==> src/rtl/uart_pkg.sv <==
// Shared UART types and helpers: receiver FSM states, data width, baud divisor calculation.
package uart_pkg;

    localparam int unsigned DATA_BITS = 8;

    typedef enum logic [2:0] {
        WAIT_IDLE,
        IDLE,
        START,
        DATA,
        PARITY,
        STOP
    } uart_rx_state_t;

    // Rounded clock-to-baud ratio.
    function automatic int unsigned calc_div(input int unsigned clk, input int unsigned baud);
        return (clk + baud / 2) / baud;
    endfunction

endpackage

==> src/rtl/sync_fifo.sv <==
// Show-ahead synchronous FIFO with exact registered occupancy; head entry visible on rd_data_o.
module sync_fifo #(
    parameter int unsigned WIDTH = 8,
    parameter int unsigned DEPTH = 16
) (
    input  logic                     clk_i,
    input  logic                     rst_i,
    input  logic                     wr_en_i,
    input  logic [WIDTH-1:0]         wr_data_i,
    input  logic                     rd_en_i,
    output logic [WIDTH-1:0]         rd_data_o,
    output logic                     full_o,
    output logic                     empty_o,
    output logic [$clog2(DEPTH):0]   count_o
);

    localparam int unsigned AW = $clog2(DEPTH);

    if (DEPTH < 2 || (DEPTH & (DEPTH - 1)) != 0) begin : g_depth_check
        $error("sync_fifo: DEPTH must be a power of 2 and at least 2");
    end

    logic [WIDTH-1:0] mem_q [DEPTH];
    logic [AW-1:0]    wr_ptr_q, wr_ptr_d;
    logic [AW-1:0]    rd_ptr_q, rd_ptr_d;
    logic [AW:0]      count_q, count_d;
    logic             do_wr, do_rd;

    assign full_o    = (count_q == (AW + 1)'(DEPTH));
    assign empty_o   = (count_q == '0);
    assign count_o   = count_q;
    assign rd_data_o = mem_q[rd_ptr_q];

    // A pop frees the slot the same cycle, so a push into a full FIFO succeeds alongside it.
    assign do_rd = rd_en_i && !empty_o;
    assign do_wr = wr_en_i && (!full_o || do_rd);

    always_comb begin
        wr_ptr_d = wr_ptr_q;
        rd_ptr_d = rd_ptr_q;
        count_d  = count_q;
        if (do_wr) wr_ptr_d = wr_ptr_q + AW'(1);
        if (do_rd) rd_ptr_d = rd_ptr_q + AW'(1);
        case ({do_wr, do_rd})
            2'b10:   count_d = count_q + (AW + 1)'(1);
            2'b01:   count_d = count_q - (AW + 1)'(1);
            default: count_d = count_q;
        endcase
    end

    always_ff @(posedge clk_i) begin
        if (rst_i) begin
            wr_ptr_q <= '0;
            rd_ptr_q <= '0;
            count_q  <= '0;
        end else begin
            wr_ptr_q <= wr_ptr_d;
            rd_ptr_q <= rd_ptr_d;
            count_q  <= count_d;
        end
    end

    always_ff @(posedge clk_i) begin
        if (do_wr) mem_q[wr_ptr_q] <= wr_data_i;
    end

endmodule

==> src/rtl/uart_rx_fifo.sv <==
// 8N1 UART receiver with mid-bit sampling feeding a show-ahead byte FIFO.
// Define UART_RX_PARITY_EN to add an even-parity bit between data and stop.
module uart_rx_fifo
    import uart_pkg::*;
#(
    parameter int unsigned CLK_FREQ   = 50000000,
    parameter int unsigned BAUD       = 115200,
    parameter int unsigned FIFO_DEPTH = 16
) (
    input  logic                          clk50,
    input  logic                          reset,
    input  logic                          rx,
    output logic [7:0]                    out_data,
    output logic                          out_valid,
    input  logic                          out_ready,
    output logic [$clog2(FIFO_DEPTH):0]   fifo_count,
    output logic                          framing_err,
    output logic                          overrun,
    output logic                          parity_err
);

    localparam int unsigned DIV  = calc_div(CLK_FREQ, BAUD);
    localparam int unsigned CntW = $clog2(DIV);
    localparam int unsigned IdxW = $clog2(DATA_BITS);

    if (DIV < 4) begin : g_div_check
        $error("uart_rx_fifo: baud divisor must be at least 4");
    end

    localparam logic [CntW-1:0] HalfLoad = CntW'(DIV / 2 - 1);
    localparam logic [CntW-1:0] FullLoad = CntW'(DIV - 1);

    logic                 rx_meta_q, rx_s_q;
    uart_rx_state_t       state_q, state_d;
    logic [CntW-1:0]      cnt_q, cnt_d;
    logic [IdxW-1:0]      idx_q, idx_d;
    logic [DATA_BITS-1:0] data_q, data_d;
    logic                 framing_q, framing_d;
    logic                 overrun_q, overrun_d;
    logic                 push, cnt_zero;
    logic                 fifo_full, fifo_empty;
`ifdef UART_RX_PARITY_EN
    logic                 par_bad_q, par_bad_d;
    logic                 parity_q, parity_d;
`endif

    assign cnt_zero = (cnt_q == '0);

    always_comb begin
        state_d   = state_q;
        cnt_d     = cnt_q;
        idx_d     = idx_q;
        data_d    = data_q;
        framing_d = 1'b0;
        push      = 1'b0;
`ifdef UART_RX_PARITY_EN
        par_bad_d = par_bad_q;
        parity_d  = 1'b0;
`endif
        unique case (state_q)
            WAIT_IDLE: if (rx_s_q) state_d = IDLE;
            IDLE: begin
                if (!rx_s_q) begin
                    cnt_d   = HalfLoad;
                    state_d = START;
                end
            end
            START: begin
                if (!cnt_zero) begin
                    cnt_d = cnt_q - CntW'(1);
                end else if (!rx_s_q) begin
                    cnt_d   = FullLoad;
                    idx_d   = '0;
                    state_d = DATA;
                end else begin
                    state_d = IDLE;  // start bit did not hold to mid-bit
                end
            end
            DATA: begin
                if (!cnt_zero) begin
                    cnt_d = cnt_q - CntW'(1);
                end else begin
                    data_d[idx_q] = rx_s_q;
                    cnt_d         = FullLoad;
                    idx_d         = idx_q + IdxW'(1);
                    if (idx_q == IdxW'(DATA_BITS - 1)) begin
`ifdef UART_RX_PARITY_EN
                        state_d = PARITY;
`else
                        state_d = STOP;
`endif
                    end
                end
            end
`ifdef UART_RX_PARITY_EN
            PARITY: begin
                if (!cnt_zero) begin
                    cnt_d = cnt_q - CntW'(1);
                end else begin
                    par_bad_d = ^{data_q, rx_s_q};
                    cnt_d     = FullLoad;
                    state_d   = STOP;
                end
            end
`endif
            STOP: begin
                if (!cnt_zero) begin
                    cnt_d = cnt_q - CntW'(1);
                end else if (rx_s_q) begin
                    state_d = IDLE;
`ifdef UART_RX_PARITY_EN
                    if (par_bad_q) parity_d = 1'b1;
                    else           push     = 1'b1;
`else
                    push = 1'b1;
`endif
                end else begin
                    framing_d = 1'b1;
                    state_d   = WAIT_IDLE;
                end
            end
            default: state_d = WAIT_IDLE;
        endcase
    end

    assign overrun_d = push && fifo_full && !(out_ready && !fifo_empty);

    always_ff @(posedge clk50) begin
        if (reset) begin
            rx_meta_q <= 1'b1;
            rx_s_q    <= 1'b1;
            state_q   <= WAIT_IDLE;
            cnt_q     <= '0;
            idx_q     <= '0;
            data_q    <= '0;
            framing_q <= 1'b0;
            overrun_q <= 1'b0;
`ifdef UART_RX_PARITY_EN
            par_bad_q <= 1'b0;
            parity_q  <= 1'b0;
`endif
        end else begin
            rx_meta_q <= rx;
            rx_s_q    <= rx_meta_q;
            state_q   <= state_d;
            cnt_q     <= cnt_d;
            idx_q     <= idx_d;
            data_q    <= data_d;
            framing_q <= framing_d;
            overrun_q <= overrun_d;
`ifdef UART_RX_PARITY_EN
            par_bad_q <= par_bad_d;
            parity_q  <= parity_d;
`endif
        end
    end

    assign framing_err = framing_q;
    assign overrun     = overrun_q;
`ifdef UART_RX_PARITY_EN
    assign parity_err  = parity_q;
`else
    assign parity_err  = 1'b0;
`endif

    assign out_valid = !fifo_empty;

    sync_fifo #(
        .WIDTH (DATA_BITS),
        .DEPTH (FIFO_DEPTH)
    ) u_fifo (
        .clk_i     (clk50),
        .rst_i     (reset),
        .wr_en_i   (push),
        .wr_data_i (data_q),
        .rd_en_i   (out_ready),
        .rd_data_o (out_data),
        .full_o    (fifo_full),
        .empty_o   (fifo_empty),
        .count_o   (fifo_count)
    );

endmodule

==> config.mk <==
export PLATFORM = sky130hd
export DESIGN_NAME = uart_rx_fifo
export DESIGN_NICKNAME = d
export VERILOG_FILES = /design/src/rtl/uart_pkg.sv /design/src/rtl/sync_fifo.sv /design/src/rtl/uart_rx_fifo.sv
export SDC_FILE = /design/constraint.sdc
export NUM_CORES = 1
export LEC_CHECK = 0
export CAP_MARGIN = 20
export CORE_UTILIZATION = 63
export DETAILED_ROUTE_END_ITERATION = 8
export DONT_BUFFER_PORTS = 1
export PLACE_DENSITY_LB_ADDON = 0.25
export RECOVER_POWER = 50
export SLEW_MARGIN = 15
export SYNTH_ARGS = -nofsm -noshare
export SYNTH_HDL_FRONTEND = slang
export SYNTH_SLANG_ARGS = --single-unit
==> constraint.sdc <==
create_clock -name clk50 -period 3.79 [get_ports clk50]
set_input_delay 0.758 -clock clk50 [delete_from_list [all_inputs] [get_ports clk50]]
set_output_delay 0.758 -clock clk50 [all_outputs]
set_load 0.03 [all_outputs]
==> impl_metrics.ini <==
[drt]
dr_total_vias = 4013
drc = 0
firstDrtPassIters = 4
drt_iter0_drc = 348
wl_um = 14080
wl_per_cell_um = 22.57
vias_per_cell = 6.431
ant_nets = 0

[sta]
whs_ns = 0.3967
hold_viol_final = 0
tightest_slew_ns = 0.9439
fmax_mhz = 282.5
final-setup-viol-count = 0
finClkSkew_ns = 0.01600
timing.final.ws_setup_ns = 0.2504
fin_crit_ns = 3.540
timing.setup.tns_ns = 0
max_slew_margin_pct = 36.51
rsz0062_at_grt = no
fin_crit_sh_pct = 93.39
finalMaxSlewViolations = 0

[synthesis]
yosysMostFrequentCell = edfxtp_1
synth-edff-count = 128
yosys.area.top_type = edfxtp_1
synth_warnings = 0
synth-simple-area-share_pct = 9.627
ys_top_cells_by_area = edfxtp_1 54%, mux4_2 13%, dfxtp_1 12%
synth_adder_area_share_pct = 2.093
synth_area_um2 = 7174
synth_xor_area_share_pct = 0.9766
synthCells = 464
ys_seq_elements = 172
synth_top_family_by_area = multiplexers
ys_seq_area_share_pct = 65.85
synth.area.mux_share_pct = 13.83
yosysTopAreaCellShare_pct = 53.58
ys_async_sr_fraction_pct = 0
synthDistinctLibCells = 57
syn_nets = 480
synth_compound_area_share_pct = 5.180
synth_top_flop_cell = edfxtp_1
synthTopCellsByCount = 128 x edfxtp_1, 44 x dfxtp_1, 40 x mux4_2
postSynthAreaPerCell_um2 = 15.46

[global_routing]
antenna_found_initial = 0
grt_pass1_wl_um = 22100
first_global_vias = 3984
grt_max_degree = 44
grt-ovfl-total = 0
grtUsageTotal_pct = 26.38

[clock_tree]
cts_buffers = 17
clk_pin_slew_ns = 0.06
post_cts_buffers = 0
htree_levels = 4
cts-resized-gates = 0
clk_path_buf_depth = 2
clock_latency_ns = 0.43
root_buffer = clkbuf_16
cts.sinks = 172
ctsHoldBuffers = 0
cts_tree = done

[critical_path]
slowest_delay_ns = 0.78
r2r_end = u_fifo.count_o[4]
critPathKind = reg2reg
r2r_start = u_fifo.count_o[3]
cp_top_family = compound AO/OA/AOI/OAI gates
startpoint_type = flip-flop
critical_path_arrival_ns = 3.85
path_depth = 10
cp_num_buf_inv = 0
crit_chain = nor4_1 > a21boi_0 > ha_1 > xor2_1 > ha_1 > nor2_1 > nor3b_1 > o21ai_0 > a31oi_1 > mux2_2
critPathSlowestCell = a21boi_0
worst_ep_required_time_ns = 4.10
critPathMostFrequentCell = ha_1
endpoint_kind = flip-flop
worstRegToRegCells = 10
ff2ff_setup_slack_ns = 0.25
critPathMaxFanout = 10

[finish]
final_layout_size_suffix_gt1_share_pct = 21.28
fin_util_pct = 72.72
syn2layout_area_growth_pct = 11.32
nets = 487
antenna_cells = 0
stdcell_area_um2 = 7986
fin_cells = 624

[die]
start_util_pct = 65.32
core_um2 = 10980
dieWidth_um = 108.7
die-area_um2 = 11820
row_count = 38
boundaryPins = 21
die_h_um = 108.7

[pwr]
p_per_area_nw_per_um2 = 480.8
p_leak_nw = 2.638
total_power_mw = 3.840
ir_worst_vdd_v = 0.0003575

[hold_path]
holdPathStages = 1
hold_path.class = in2reg
min_from = reset

[flow_run]
maxCapViolations = 0

[outcome]
status = finished, final reports clean

[placed_design]
routabilityCongestion = 0.8742
place_area_um2 = 7378
preCtsSetupSlack_ns = 0.3551
dp_hpwl_um = 8947
io_buffers = 0
dp.cells = 592
[layer usage]
metal,vias up,wire length (um),GRT usage [%]
li1,1827,-,-
met1,1996,5854,33.99
met2,170,7092,43.94
met3,20,908,7.770
met4,0,226,7.046
met5,-,0,0
[state kept, by name, indices dropped and copies added, names as in the netlist, named ones only]
name / count
rx_meta_q: 1
data_q: 8
u_fifo.rd_ptr_q: 4
cnt_q: 9
idx_q: 3
framing_err: 1
u_fifo.wr_ptr_q: 4
u_fifo.count_o: 5
u_fifo.mem_q: 128
rx_s_q: 1
overrun: 1
state_q: 3
[worst register-to-register path, stage by stage, from the launching register on]
cell	delay, ns
dfxtp_1	0.57
nor4_1	0.14
a21boi_0	0.78
ha_1	0.50
xor2_1	0.19
ha_1	0.21
nor2_1	0.06
nor3b_1	0.23
o21ai_0	0.15
a31oi_1	0.25
mux2_2	0.36
[layout by cell type (no fill, tap or decap), types with 4 or more instances in the layout]
cell type / netlist / layout
nand2b_1: 5 / 5
edfxtp_1: 128 / 128
nand2_1: 21 / 21
xor2_1: 6 / 6
o21ai_0: 11 / 11
mux4_2: 40 / 40
ha_1: 12 / 12
nor2_1: 32 / 32
and2_1: 8 / 8
clkbuf_16: 0 / 19
clkinv_4: 0 / 5
or2_2: 5 / 5
inv_1: 14 / 14
nor4_1: 11 / 7
a21oi_1: 26 / 26
nor4_2: 0 / 4
nand4_1: 4 / 4
nor3_1: 8 / 8
mux2i_1: 8 / 8
buf_4: 2 / 11
dfxtp_1: 44 / 43
[logic make-up after synthesis]
logic type               after synthesis
AO/OA/AOI/OAI                         60
XOR/XNOR                               8
adder cells (fa/ha/maj)               12
buffers and inverters                 41
flip-flops                           172
multiplexers                          49
other                                  1
AND/OR/NAND/NOR                      121
[area by class of cell]
type	instances	area, um2
inverters	15	56.30
repair buffers	14	110.1
fillers	641	2997
clock buffers	21	493.0
clock inverters	11	122.6
flip-flops and latches	172	4726
multi-input cells	251	2303
well taps	140	175.2
[worst max path at each step]
stage | from | to | slack (ns)
after floorplan | u_fifo.count_o[1] | u_fifo.count_o[4] | 0.56
after global placement | cnt_q[0] | u_fifo.count_o[4] | 0.50
after detailed placement | u_fifo.count_o[3] | u_fifo.count_o[4] | 0.36
after CTS | u_fifo.count_o[3] | u_fifo.count_o[4] | 0.34
after global routing | u_fifo.count_o[3] | u_fifo.count_o[4] | 0.05
final | u_fifo.count_o[3] | u_fifo.count_o[4] | 0.25
[power by group]
part / total, mW / internal (mW) / switching, mW
clock: 1.76 / 1.02 / 0.736
sequential: 2.01 / 2.00 / 0.0112
combinational: 0.0694 / 0.0236 / 0.0459
total: 3.84 / 3.05 / 0.793
Note: power is estimated with default switching activity, not from simulation.
